--- src/rtl/pwm_multi.sv ---
// rtl/pwm_multi.sv - multi-channel audio-to-PWM converter with shared frame counter.
// Optional peak-hold/decay colour envelope under `PWM_MULTI_DECAY_EN`.
module pwm_multi #(
  parameter int NUM_CH     = 2,
  parameter int DATA_W     = 48,
  parameter int RANGE_H    = 28,
  parameter int NUM_BITS   = 11,
  parameter int DECAY_STEP = 4
) (
  input  logic                       clk_pwm,
  input  logic                       nreset,
  input  logic [NUM_CH*DATA_W-1:0]   data,
  input  logic                       data_ready,
  output logic [NUM_CH-1:0]          out,
  output logic [8*NUM_CH-1:0]        color,
  output logic                       frame
);

  localparam int LO = RANGE_H - NUM_BITS + 1;

  if (RANGE_H > DATA_W - 2 || LO < 0 || NUM_BITS < 6 ||
      DECAY_STEP < 0 || DECAY_STEP >= (1 << NUM_BITS)) begin : g_param_check
    $error("pwm_multi: illegal parameter combination");
  end

  logic [2:0]                       rdy_q;
  logic                             rdy_r_q;
  logic [NUM_BITS-1:0]              counter_q, counter_d;
  logic [NUM_CH-1:0][NUM_BITS-1:0]  level_q, level_d, lvl_next;
  logic [NUM_CH-1:0]                out_q, out_d;
  logic                             frame_q;

  // Shifting the whole magnitude down keeps every bit in use: bits above the
  // slice land above NUM_BITS-1 and drive saturation.
  always_comb begin
    logic [DATA_W-1:0] s;
    logic [DATA_W-1:0] mag;
    logic [DATA_W-1:0] shifted;
    s        = '0;
    mag      = '0;
    shifted  = '0;
    lvl_next = '0;
    for (int k = 0; k < NUM_CH; k++) begin
      s       = data[k*DATA_W +: DATA_W];
      mag     = s[DATA_W-1] ? (~s + {{(DATA_W-1){1'b0}}, 1'b1}) : s;
      shifted = mag >> LO;
      lvl_next[k] = (|shifted[DATA_W-1:NUM_BITS]) ? '1 : shifted[NUM_BITS-1:0];
    end
  end

  always_comb begin
    counter_d = rdy_r_q ? '0 : counter_q + 1'b1;
    level_d   = rdy_r_q ? lvl_next : level_q;
    for (int k = 0; k < NUM_CH; k++) begin
      out_d[k] = level_q[k] > counter_q;
    end
  end

  always_ff @(posedge clk_pwm or negedge nreset) begin
    if (!nreset) begin
      rdy_q     <= '0;
      rdy_r_q   <= 1'b0;
      counter_q <= '0;
      level_q   <= '0;
      out_q     <= '0;
      frame_q   <= 1'b0;
    end else begin
      rdy_q     <= {rdy_q[1:0], data_ready};
      rdy_r_q   <= (rdy_q[2:1] == 2'b01);
      counter_q <= counter_d;
      level_q   <= level_d;
      out_q     <= out_d;
      frame_q   <= rdy_r_q;
    end
  end

`ifdef PWM_MULTI_DECAY_EN
  localparam logic [NUM_BITS-1:0] STEP = NUM_BITS'(DECAY_STEP);

  logic [NUM_CH-1:0][NUM_BITS-1:0] env_q, env_d;

  always_comb begin
    logic [NUM_BITS-1:0] dec;
    dec   = '0;
    env_d = env_q;
    if (rdy_r_q) begin
      for (int k = 0; k < NUM_CH; k++) begin
        dec      = (env_q[k] >= STEP) ? env_q[k] - STEP : '0;
        env_d[k] = (lvl_next[k] > dec) ? lvl_next[k] : dec;
      end
    end
  end

  always_ff @(posedge clk_pwm or negedge nreset) begin
    if (!nreset) begin
      env_q <= '0;
    end else begin
      env_q <= env_d;
    end
  end

  for (genvar k = 0; k < NUM_CH; k++) begin : g_color
    assign color[8*k +: 8] = {2'b00, env_q[k][NUM_BITS-1 -: 6]};
  end
`else
  // Without the envelope the colour simply tracks the loaded level.
  for (genvar k = 0; k < NUM_CH; k++) begin : g_color
    assign color[8*k +: 8] = {2'b00, level_q[k][NUM_BITS-1 -: 6]};
  end
`endif

  assign out   = out_q;
  assign frame = frame_q;

endmodule

--- config.mk ---
export PLATFORM = sky130hd
export DESIGN_NAME = pwm_multi
export DESIGN_NICKNAME = d
export VERILOG_FILES = /design/src/rtl/pwm_multi.sv
export SDC_FILE = /design/constraint.sdc
export NUM_CORES = 1
export LEC_CHECK = 0
export ABC_CLOCK_PERIOD_IN_PS = 3470
export BUFFER_PORTS_ARGS = -buffer_cell sky130_fd_sc_hd__buf_4
export CAP_MARGIN = 20
export CORE_MARGIN = 5
export CORE_UTILIZATION = 30
export DETAILED_ROUTE_END_ITERATION = 10
export GPL_ROUTABILITY_DRIVEN = 0
export HOLD_SLACK_MARGIN = 0.15
export PLACE_DENSITY_LB_ADDON = 0.3
export SLEW_MARGIN = 10
export SYNTH_ARGS = -nofsm -noshare
export SYNTH_HDL_FRONTEND = slang
export SYNTH_SLANG_ARGS = --single-unit
--- constraint.sdc ---
create_clock -name clk_pwm -period 3.47 [get_ports clk_pwm]
set_clock_uncertainty 0.1 [all_clocks]
set_input_delay 0.5205 -clock clk_pwm [delete_from_list [all_inputs] [get_ports clk_pwm]]
set_output_delay 0.5205 -clock clk_pwm [all_outputs]
set_load 0.01 [all_outputs]
**Yosys cells after proc, flatten, opt, wreduce, memory -nomap -nowiden**

Index checks and enable logic that the tools add are counted.

- Register bits: 40
- Logic and storage cells: 22
- Input bits: 99
- Output and inout bits: 19

- Mux-type cells: 5
- Reductions and logical operators: 2
- Add/subtract/negate cells: 3
- $lt $le $gt $ge: 2
- Bitwise logic cells: 2
- Eq/ne operators: 1

Operators by type and width:

| kind | number |
|---|---|
| $add 48x1->48 const B | 2 |
| $mux 48 | 2 |
| $not 48->48 | 2 |
| $reduce_or 19->1 | 2 |
| $mux 11 | 3 |
| $gt 11x11->1 | 2 |
| $add 11x1->11 const B | 1 |
| $eq 2x1->1 const B | 1 |

**Logic depth before layout (Yosys ltp)**

Gate-level depths: netlist of the first run.

- Depth after elaboration: 5
- Depth in mapped cells: 10
- Depth with buffers taken out: 10

**Worst setup path after synthesis of the first run**

Ideal clock, no wire load.

- Path type: input-to-reg
- Start point: input port data[7]
- End point: register level_q, in the netlist color[0]
- Stages on the path: 10
- Library setup time: 0.122 ns
- Arrival: 3.181 ns
- Required time: 3.248 ns
- Slack: 0.068 ns
- Path buffers: 2
- Path through: or4_1 nor4b_4 and3_1 buf_6 a31oi_1 or4_1 a2111oi_0 and4_1 buf_6 a21oi_2

- Cells in the longest elaborated chain, start to end: 5

Ends and longest elaborated chain:

| item | RTL line | text |
|---|---|---|
| start: declaration | 12 | `input logic [NUM_CH*DATA_W-1:0] data,` |
| $not 48->48 (*) | 45 | `mag = s[DATA_W-1] ? (~s + {{(DATA_W-1){1'b0}}, 1'b1}) : s;` |
| $add 48x1->48 (*) | 45 |  |
| $mux 48 (*) | 45 |  |
| $reduce_or 19->1 | 47 | `lvl_next[k] = (\|shifted[DATA_W-1:NUM_BITS]) ? '1 : shifted[NUM_BITS-1:0];` |
| $mux 11 (*) | 47 |  |
| end signal: assignment | 71 | `level_q <= level_d;` |
| end: declaration | 29 | `logic [NUM_CH-1:0][NUM_BITS-1:0] level_q, level_d, lvl_next;` |

Every way passes the cells marked *; elsewhere a longest branch is shown, timed or not.
A chain may end at the register's enable or synchronous reset.

**Final worst setup path of the first run**

- Start point: input port data[30]
- End point: register level_q[4] (netlist bit)

- Cells in the longest elaborated chain, start to end: 5

Ends and longest elaborated chain:

| item | RTL line |
|---|---|
| $not 48->48 | 45 |
| $add 48x1->48 | 45 |
| $mux 48 (*) | 45 |
| $reduce_or 19->1 (*) | 47 |
| $mux 11 (*) | 47 |

Marks and branches as above.

==> results of run 1 <==
## kinds of logic after synthesis
kind of cell | Yosys count
XOR/XNOR | 31
adder cells (fa/ha/maj) | 23
multiplexers | 2
AND/OR/NAND/NOR | 205
other | 1
AO/OA/AOI/OAI | 122
flip-flops | 40
buffers and inverters | 54
## metal layers
metal,part of all wire,vias up,GRT usage
li1,-,2053,-
met1,0.43,1977,0.214
met2,0.49,167,0.259
met3,0.065,15,0.0200
met4,0.010,0,0.0374
met5,0,-,0
## worst max-delay path, stage by stage
cell and delay [ps]:
buf_4 110, or3_2 480, or4_4 460, nor4_1 300, o22ai_1 110, or4_1 530
a2111oi_1 390, and4_2 330, buf_12 150, a21oi_2 60
## how the worst max path moves through the flow
stage,cells after the start,to,from
6_report,10,level_q[4],data[30]
5_1_grt,10,level_q[4],data[30]
4_1_cts,10,level_q[4],data[30]
3_5_place_dp,10,level_q[4],data[30]
3_3_place_gp,10,level_q[1],data[30]
2_1_floorplan,10,color[0],data[7]
## cells in the mapped netlist (all sizes together) (2+ instances only)
master / number
nor2: 63
dfrtp: 40
a21oi: 37
nor3: 26
ha: 23
buf: 21
xor2: 21
inv: 20
nand3: 19
nor4: 19
nand2: 18
nand4: 13
clkbuf: 12
o21ai: 12
or4: 11
a31oi: 10
o21a: 10
or3: 10
xnor2: 10
and3: 7
o41ai: 6
nor2b: 5
o22ai: 5
a21o: 4
and4: 4
o2111ai: 4
a211oi: 3
a41oi: 3
nand2b: 3
o31ai: 3
a211o: 2
a22oi: 2
a311oi: 2
mux2i: 2
nand3b: 2
nor4b: 2
o311a: 2
o311ai: 2
o32a: 2
o32ai: 2
## where the power goes
| part | internal (mW) | total [mW] | switching, mW |
|---|---|---|---|
| Sequential | 0.486 | 0.505 | 0.0198 |
| Combinational | 0.193 | 0.396 | 0.203 |
| Clock | 0.338 | 0.530 | 0.192 |
## stage by stage
stage	util	setup WS (ps)
2_1_floorplan	-	67.6
4_1_cts	0.413	154
5_1_grt	0.413	5.63
3_3_place_gp	0.399	-97.3
6_report	0.413	103
3_5_place_dp	0.399	-139
## sequential cells by signal, summed over array words and instances, names as in the netlist
signal	flops
color	12
rdy_q	3
frame	1
rdy_r_q	1
counter_q	11
out	2
level_q	10
## timing repair
item                                   in CTS  in global routing
endpoints found under the hold margin      40                  0
resized for setup                           0                  2
hold buffers                                1                  0
setup endpoints to repair                   0                 10
## cell type report
cell class | count | area share
clock buffer | 5 | 0.0240
clock inverter | 3 | 0.00816
inverter | 20 | 0.0144
multi-input combinational | 387 | 0.494
sequential | 40 | 0.192
tap | 172 | 0.0413
timing repair buffer | 155 | 0.226
==> results.sh, run 1 <==
export IMPL_fillers=1307
export IMPL_h_tree_depth=2
export IMPL_drc=0
export IMPL_finalPower_mw=1.43
export IMPL_fp_row_count=41
export IMPL_clockRootBuffer="clkbuf_16"
export IMPL_coreArea_sq_mm=0.0126
export IMPL_cp_end_kind="flip-flop"
export IMPL_wl_um=12100
export IMPL_outcome="completed"
export IMPL_synth_mux_area_fraction=0.00517
export IMPL_syn_area_sq_mm=0.00387
export IMPL_grt_total_usage=0.155
export IMPL_antenna_left=0
export IMPL_vdd_drop_max_mv=0.146
export IMPL_synth_compound_area_share=0.223
export IMPL_cts_tree="built"
export IMPL_drive_gt1_frac=0.303
export IMPL_post_cts_buffers=0
export IMPL_synth_area_leaders="dfrtp_1 26%, ha_1 7.4%, nor2_1 6.1%"
export IMPL_die_x_um=124
export IMPL_required_ps=3540
export IMPL_synth_simple_gate_area_frac=0.288
export IMPL_multi_input_area_sq_mm=0.00257
export IMPL_portBuffers=113
export IMPL_drt_iter0_markers=384
export IMPL_synth_top_family_by_area="simple AND/OR/NAND/NOR gates"
export IMPL_ys_flop_type="dfrtp_1"
export IMPL_clock_sinks=40
export IMPL_min_period_ps=3370
export IMPL_antenna_found_initial=0
export IMPL_grt_max_degree=41
export IMPL_p_leak_nw=2.17
export IMPL_viasPerCell=5.39
export IMPL_reg2reg_depth=8
export IMPL_maxCapViolCount=0
export IMPL_final_hold_viol_count=0
export IMPL_layout_common_cells="153 x buf_4, 63 x nor2_1, 40 x dfrtp_1"
export IMPL_synthAdderAreaFrac=0.0743
export IMPL_avgSynthCellArea_sq_um=8.10
export IMPL_numCtsBuffers=5
export IMPL_ys_types=68
export IMPL_synth_top_area_cell="dfrtp_1"
export IMPL_powerDensity_mw_per_mm2=275
export IMPL_final_common_cell="buf_4"
export IMPL_maxSlewViolCount=0
export IMPL_fin_hold_ws_ps=241
export IMPL_rsz0062_at_grt="false"
export IMPL_yosys_warnings=0
export IMPL_drtPass1Iterations=5
export IMPL_seqCellArea_sq_mm=0.00100
export IMPL_fp_dieH_um=124
export IMPL_synth_edf_count=0
export IMPL_hold_start="data_ready"
export IMPL_synthXorXnorAreaFrac=0.0701
export IMPL_r2r_start="rdy_r_q"
export IMPL_grt_pass1_vias=4111
export IMPL_nNetsFinal=731
export IMPL_wl_per_cell_um=15.5
export IMPL_timing_final_crit_share=0.970
export IMPL_io_pin_count=118
export IMPL_synthCells=478
export IMPL_grt_pass1_wl_um=19700
export IMPL_start_kind="input pin"
export IMPL_vias=4212
export IMPL_r2r_end="color[11]"
export IMPL_grt_overflow_total=0
export IMPL_dieArea_sq_mm=0.0153
export IMPL_fmax_mhz=297
export IMPL_final_cells=782
export IMPL_hold_path_class="input pin to flip-flop"
export IMPL_areaGrowthSynthToFinish_pct=34.6
export IMPL_synth_top_cell_area_share=0.259
export IMPL_worstPathArrival_ps=3440
export IMPL_crit_fanout=10
export IMPL_hpwlAfterDp_um=9720
export IMPL_start_util=0.307
export IMPL_placed_cells=773
export IMPL_setup_tns_ps=0
export IMPL_tightest_slew_ps=643
export IMPL_yosysSeqAreaShare=0.259
export IMPL_hold_depth=1
export IMPL_clk_pin_slew_ps=60
export IMPL_cts_buffer_depth=2
export IMPL_stdcell_area_sq_mm=0.00521
export IMPL_min_to="rdy_q[0]"
export IMPL_placed_area_sq_mm=0.00503
export IMPL_n_antenna_cell=0
export IMPL_setup_viol=0
export IMPL_clock_latency_ps=280
export IMPL_ys_ff_latch=40
export IMPL_reg2reg_slack_ps=1100
export IMPL_criticalPathCategory="input pin to flip-flop"
export IMPL_synthArstFlopShare=1.00
export IMPL_timing_slew_headroom=0.568
Note: power is estimated with default switching activity, not from simulation.
==> inputs of run 2 (changes only) <==
--- a/config.mk
+++ b/config.mk
@@ -5,7 +5,7 @@
 export SDC_FILE = /design/constraint.sdc
 export NUM_CORES = 1
 export LEC_CHECK = 0
-export ABC_CLOCK_PERIOD_IN_PS = 3470
+export ABC_CLOCK_PERIOD_IN_PS = 3300
 export BUFFER_PORTS_ARGS = -buffer_cell sky130_fd_sc_hd__buf_4
 export CAP_MARGIN = 20
 export CORE_MARGIN = 5
==> constraint.sdc (replaced) <==
create_clock -name clk_pwm -period 3.3 [get_ports clk_pwm]
set_clock_uncertainty 0.1 [all_clocks]
set_input_delay 0.495 -clock clk_pwm [delete_from_list [all_inputs] [get_ports clk_pwm]]
set_output_delay 0.495 -clock clk_pwm [all_outputs]
set_load 0.01 [all_outputs]
==> run 2 against run 1 <==
Hold slack lost 30 ps. Total power grew 1.3%. Clock power is 5.7% lower. Critical path type unchanged. Largest power group is now sequential cells.
==> results.sh, run 2 (synthesis gave the netlist of run 1 again) <==
export IMPL_numCtsBuffers=5
export IMPL_r2r_end="level_q[11]"
export IMPL_fillers=1300
export IMPL_cts_buffer_depth=2
export IMPL_grt_overflow_total=0
export IMPL_vias=4209
export IMPL_n_antenna_cell=0
export IMPL_dieArea_sq_mm=0.0153
export IMPL_grt_pass1_vias=4074
export IMPL_hpwlAfterDp_um=9630
export IMPL_path_delay_family="simple AND/OR/NAND/NOR gates"
export IMPL_setup_viol=0
export IMPL_clk_pin_slew_ps=60
export IMPL_r2r_start="rdy_r_q"
export IMPL_comb_power_share=0.288
export IMPL_hold_path_class="input pin to flip-flop"
export IMPL_final_cells=785
export IMPL_grt_pass1_wl_um=19100
export IMPL_wl_um=11800
export IMPL_io_pin_count=118
export IMPL_die_x_um=124
export IMPL_largest_reg_flops=12
export IMPL_timing_slew_headroom=0.644
export IMPL_critPathBufInv=2
export IMPL_clock_sinks=40
export IMPL_worstPathArrival_ps=3330
export IMPL_timing_final_crit_share=0.987
export IMPL_layout_common_cells="156 x buf_4, 63 x nor2_1, 40 x dfrtp_1"
export IMPL_cp_end_kind="flip-flop"
export IMPL_min_period_ps=3260
export IMPL_crit_chain="buf_4, or3_2, or4_4, nor4_1, o22ai_1, or4_1, a2111oi_1, and4_2, buf_12, a21oi_2"
export IMPL_drt_iter0_markers=294
export IMPL_areaGrowthSynthToFinish_pct=34.9
export IMPL_viasPerCell=5.36
export IMPL_fmax_mhz=307
export IMPL_final_common_cell="buf_4"
export IMPL_clock_latency_ps=280
export IMPL_grt_total_usage=0.151
export IMPL_placed_cells=776
export IMPL_placed_area_sq_mm=0.00506
export IMPL_stdcell_area_sq_mm=0.00522
export IMPL_maxCapViolCount=0
export IMPL_outcome="completed"
export IMPL_tightest_slew_ps=529
export IMPL_clockRootBuffer="clkbuf_16"
export IMPL_p_leak_nw=2.18
export IMPL_drc=0
export IMPL_power_switching_mw=0.436
export IMPL_portBuffers=113
export IMPL_p_seq_frac=0.367
export IMPL_wl_per_cell_um=15.1
export IMPL_cpPeakStageDelay_ps=520
export IMPL_critical_path_endpoint="level_q[4]"
export IMPL_coreArea_sq_mm=0.0126
export IMPL_drtPass1Iterations=5
export IMPL_reg2reg_slack_ps=980
export IMPL_maxSlewViolCount=0
export IMPL_powerDensity_mw_per_mm2=278
export IMPL_clkPwrFrac=0.345
export IMPL_criticalPathCategory="input pin to flip-flop"
export IMPL_final_core_util=0.414
export IMPL_slowest_stage="or4_1"
export IMPL_netSwitchingFraction=0.300
export IMPL_drive_gt1_frac=0.308
export IMPL_start_util=0.307
export IMPL_start_kind="input pin"
export IMPL_antenna_left=0
export IMPL_crit_fanout=10
export IMPL_grt_max_degree=41
export IMPL_h_tree_depth=2
export IMPL_cp_depth=10
export IMPL_vdd_drop_max_mv=0.167
export IMPL_cts_tree="built"
export IMPL_required_ps=3370
export IMPL_finalPower_mw=1.45
export IMPL_fp_row_count=41
export IMPL_intPower_mw=1.01
export IMPL_crit_start="data[30]"
export IMPL_final_hold_viol_count=0
export IMPL_nNetsFinal=734
export IMPL_fp_dieH_um=124
export IMPL_reg2reg_depth=8
export IMPL_rsz0062_at_grt="false"
export IMPL_antenna_found_initial=0
==> run 2: area by class of cell <==
class / count / area, sq um / share of cell area
clock buffers: 6 / 139 / 0.0266
clock inverters: 2 / 15.0 / 0.00287
flip-flops and latches: 40 / 1000 / 0.192
inverters: 20 / 75.1 / 0.0144
well taps: 172 / 215 / 0.0412
multi-input cells: 387 / 2580 / 0.493
repair buffers: 158 / 1200 / 0.230
==> run 2: worst reg2reg max path, cell delays in order, from the launching register on <==
cell	delay (ps)
dfrtp_1	370
o221ai_1	120
a211o_1	270
a211o_1	230
nor4_1	300
nand4_1	150
nor4_1	340
buf_4	240
a21oi_1	90
==> run 2: metrics by stage <==
stage	hold slack (ps)	TNS, ps	worst slack (ps)
2_1_floorplan	99.4	-37.2	-3.72
3_3_place_gp	237	-1970	-191
3_5_place_dp	240	-2110	-209
4_1_cts	209	0	72.6
5_1_grt	209	0	29.7
6_report	212	0	43.0
==> run 2: worst min-delay path by stage <==
stage / depth (start not counted) / slack, ps / endpoint / from
4_1_cts: 1 / 210 / rdy_q[0] / data_ready
2_1_floorplan: 0 / 100 / color[0] / nreset
6_report: 1 / 210 / rdy_q[0] / data_ready
3_3_place_gp: 0 / 240 / rdy_q[1] / rdy_q[0]
3_5_place_dp: 0 / 240 / rdy_q[1] / rdy_q[0]
5_1_grt: 1 / 210 / rdy_q[0] / data_ready
==> run 2: layer usage <==
metal / GRT usage / routed length [um]
met1: 0.201 / 5090
met2: 0.263 / 5930
met3: 0.0163 / 696
met4: 0.0374 / 120
met5: 0 / 0
==> run 2: repair_timing <==
item,CTS,global route
setup endpoints to repair,0,10
gates resized for setup,0,2
hold buffers,1,0
endpoints found under the hold margin,40,0
buffers inserted,0,0
==> run 2: power by group through the flow <==
stage	combinational, mW	clock [mW]	sequential [mW]
floorplan	0.214	0	0.536
global placement	0.400	0	0.540
detailed placement	0.410	0	0.540
CTS	0.418	0.511	0.532
global route	0.465	0.540	0.535
finish	0.418	0.500	0.533
==> inputs of run 3 (changes only) <==
--- a/config.mk
+++ b/config.mk
@@ -14,6 +14,8 @@
 export GPL_ROUTABILITY_DRIVEN = 0
 export HOLD_SLACK_MARGIN = 0.15
 export PLACE_DENSITY_LB_ADDON = 0.3
+export SETUP_SLACK_MARGIN = 0.5
+export SKIP_LAST_GASP = 1
 export SLEW_MARGIN = 10
 export SYNTH_ARGS = -nofsm -noshare
 export SYNTH_HDL_FRONTEND = slang
==> run 3 against run 2 <==
Setup slack better by 160 ps. Critical path depth unchanged. First-iteration DRC count down 8.2%. Final cell count up 2.5%. Non-clock buffer count up 20. Core utilization up 3.5 points. Die area unchanged. Fmax up 5.3%. Global-route usage up 0.23 points. Hold slack better by 2.5 ps. Largest power group is now the clock network. Highest routed layer unchanged.
==> results.sh, run 3 (synthesis gave the netlist of run 1 again) <==
export IMPL_vdd_drop_max_mv=0.189
export IMPL_cts_tree="built"
export IMPL_final_core_util=0.449
export IMPL_vias=4408
export IMPL_fp_row_count=41
export IMPL_fp_dieH_um=124
export IMPL_setup_viol=0
export IMPL_clockRootBuffer="clkbuf_16"
export IMPL_drc=0
export IMPL_viasPerCell=5.48
export IMPL_dp_slack_ps=-236
export IMPL_h_tree_depth=2
export IMPL_placed_cells=776
export IMPL_required_ps=3370
export IMPL_timing_final_crit_share=0.937
export IMPL_grt_pass1_wl_um=19400
export IMPL_outcome="completed"
export IMPL_crit_top_cell="or4_4"
export IMPL_grt_overflow_total=0
export IMPL_n_antenna_cell=0
export IMPL_crit_chain="buf_6, or3_4, or4_4, nor4_4, o22ai_1, or4_4, a2111oi_4, and4_4, buf_12, a21oi_2"
export IMPL_cp_end_kind="flip-flop"
export IMPL_clock_latency_ps=280
export IMPL_cts_buffer_depth=2
export IMPL_drive_gt1_frac=0.376
export IMPL_dieArea_sq_mm=0.0153
export IMPL_portBuffers=113
export IMPL_antenna_left=0
export IMPL_slowest_stage="or4_4"
export IMPL_maxCapViolCount=0
export IMPL_hpwlAfterDp_um=9760
export IMPL_layout_common_cells="165 x buf_4, 61 x nor2_1, 40 x dfrtp_1"
export IMPL_hold_path_class="input pin to flip-flop"
export IMPL_die_x_um=124
export IMPL_io_pin_count=118
export IMPL_cpPeakStageDelay_ps=560
export IMPL_coreArea_sq_mm=0.0126
export IMPL_grt_total_usage=0.154
export IMPL_fmax_mhz=323
export IMPL_criticalPathCategory="input pin to flip-flop"
export IMPL_areaGrowthSynthToFinish_pct=46.3
export IMPL_final_hold_viol_count=0
export IMPL_finalPower_mw=1.52
export IMPL_rsz0062_at_grt="true"
export IMPL_clk_pin_slew_ps=60
export IMPL_tightest_slew_ps=506
export IMPL_start_kind="input pin"
export IMPL_crit_fanout=6
export IMPL_largest_reg_flops=12
export IMPL_maxSlewViolCount=0
export IMPL_powerDensity_mw_per_mm2=269
export IMPL_numCtsBuffers=5
export IMPL_start_util=0.307
export IMPL_antenna_found_initial=0
export IMPL_setup_tns_ps=0
export IMPL_timing_slew_headroom=0.662
export IMPL_nNetsFinal=754
export IMPL_drt_iter0_markers=270
export IMPL_fin_hold_ws_ps=214
export IMPL_wl_per_cell_um=15.6
export IMPL_placed_area_sq_mm=0.00507
export IMPL_worstPathArrival_ps=3160
export IMPL_grt_pass1_vias=4206
export IMPL_worst_slack_ps=208
export IMPL_wl_um=12600
export IMPL_grt_max_degree=41
export IMPL_stdcell_area_sq_mm=0.00567
export IMPL_min_period_ps=3090
export IMPL_clock_sinks=40
export IMPL_final_common_cell="buf_4"
export IMPL_final_cells=805
export IMPL_p_leak_nw=2.35
export IMPL_drtPass1Iterations=5
run 3: changes by cell type in the layout (fill, tap and decap cells not counted), sizes merged:
cell,before,now
clkinv,0,1
clkinvlp,2,1
clkbuf,6,5
buf,157,177
bufinv,0,1
run 3: area by class of cell:
type / count / area (sq um)
flip-flops and latches: 40 / 1000
clock inverters: 3 / 42.5
inverters: 20 / 75.1
clock buffers: 5 / 125
multi-input cells: 387 / 2790
well taps: 172 / 215
repair buffers: 178 / 1410
fillers: 1252 / 6950
run 3: critical path, delay by kind of cell:
family          cells  cell delay [ps]
compound gates      3              480
buf+inv             2              220
simple gates        5             1960
run 3: per-layer routing:
layer  wire (um)  global-route usage
met1        5030               0.194
met2        6230               0.259
met3         842              0.0195
met4         448              0.0727
met5           0                   0
run 3: path summary, 6_finish.rpt:
kind	startpoint	to	slack, ps	cells after the start
setup / recovery	data[35]	level_q[0]	210	10
hold / removal	data_ready	rdy_q[0]	210	1
setup reg to reg	rdy_r_q	level_q[15]	1020	8
hold reg to reg	rdy_q[1]	rdy_q[2]	270	0
max in group asynchronous	nreset	color[9]	2110	2
min in group asynchronous	nreset	color[0]	640	2
run 3: what timing repair did:
action,4_1_cts,5_1_grt
endpoints found under the setup margin,22,22
gates cloned,1,1
endpoints found under the hold margin,40,0
pin swaps,11,14
hold buffers,1,0
setup buffers,4,14
gates resized for setup,22,31
run 3: report_power, final:
group | leakage [nW] | total, mW | internal, mW | switching (mW)
clock | 0.0798 | 0.546 | 0.355 | 0.191
sequential | 0.419 | 0.532 | 0.511 | 0.0212
combinational | 1.85 | 0.443 | 0.215 | 0.229
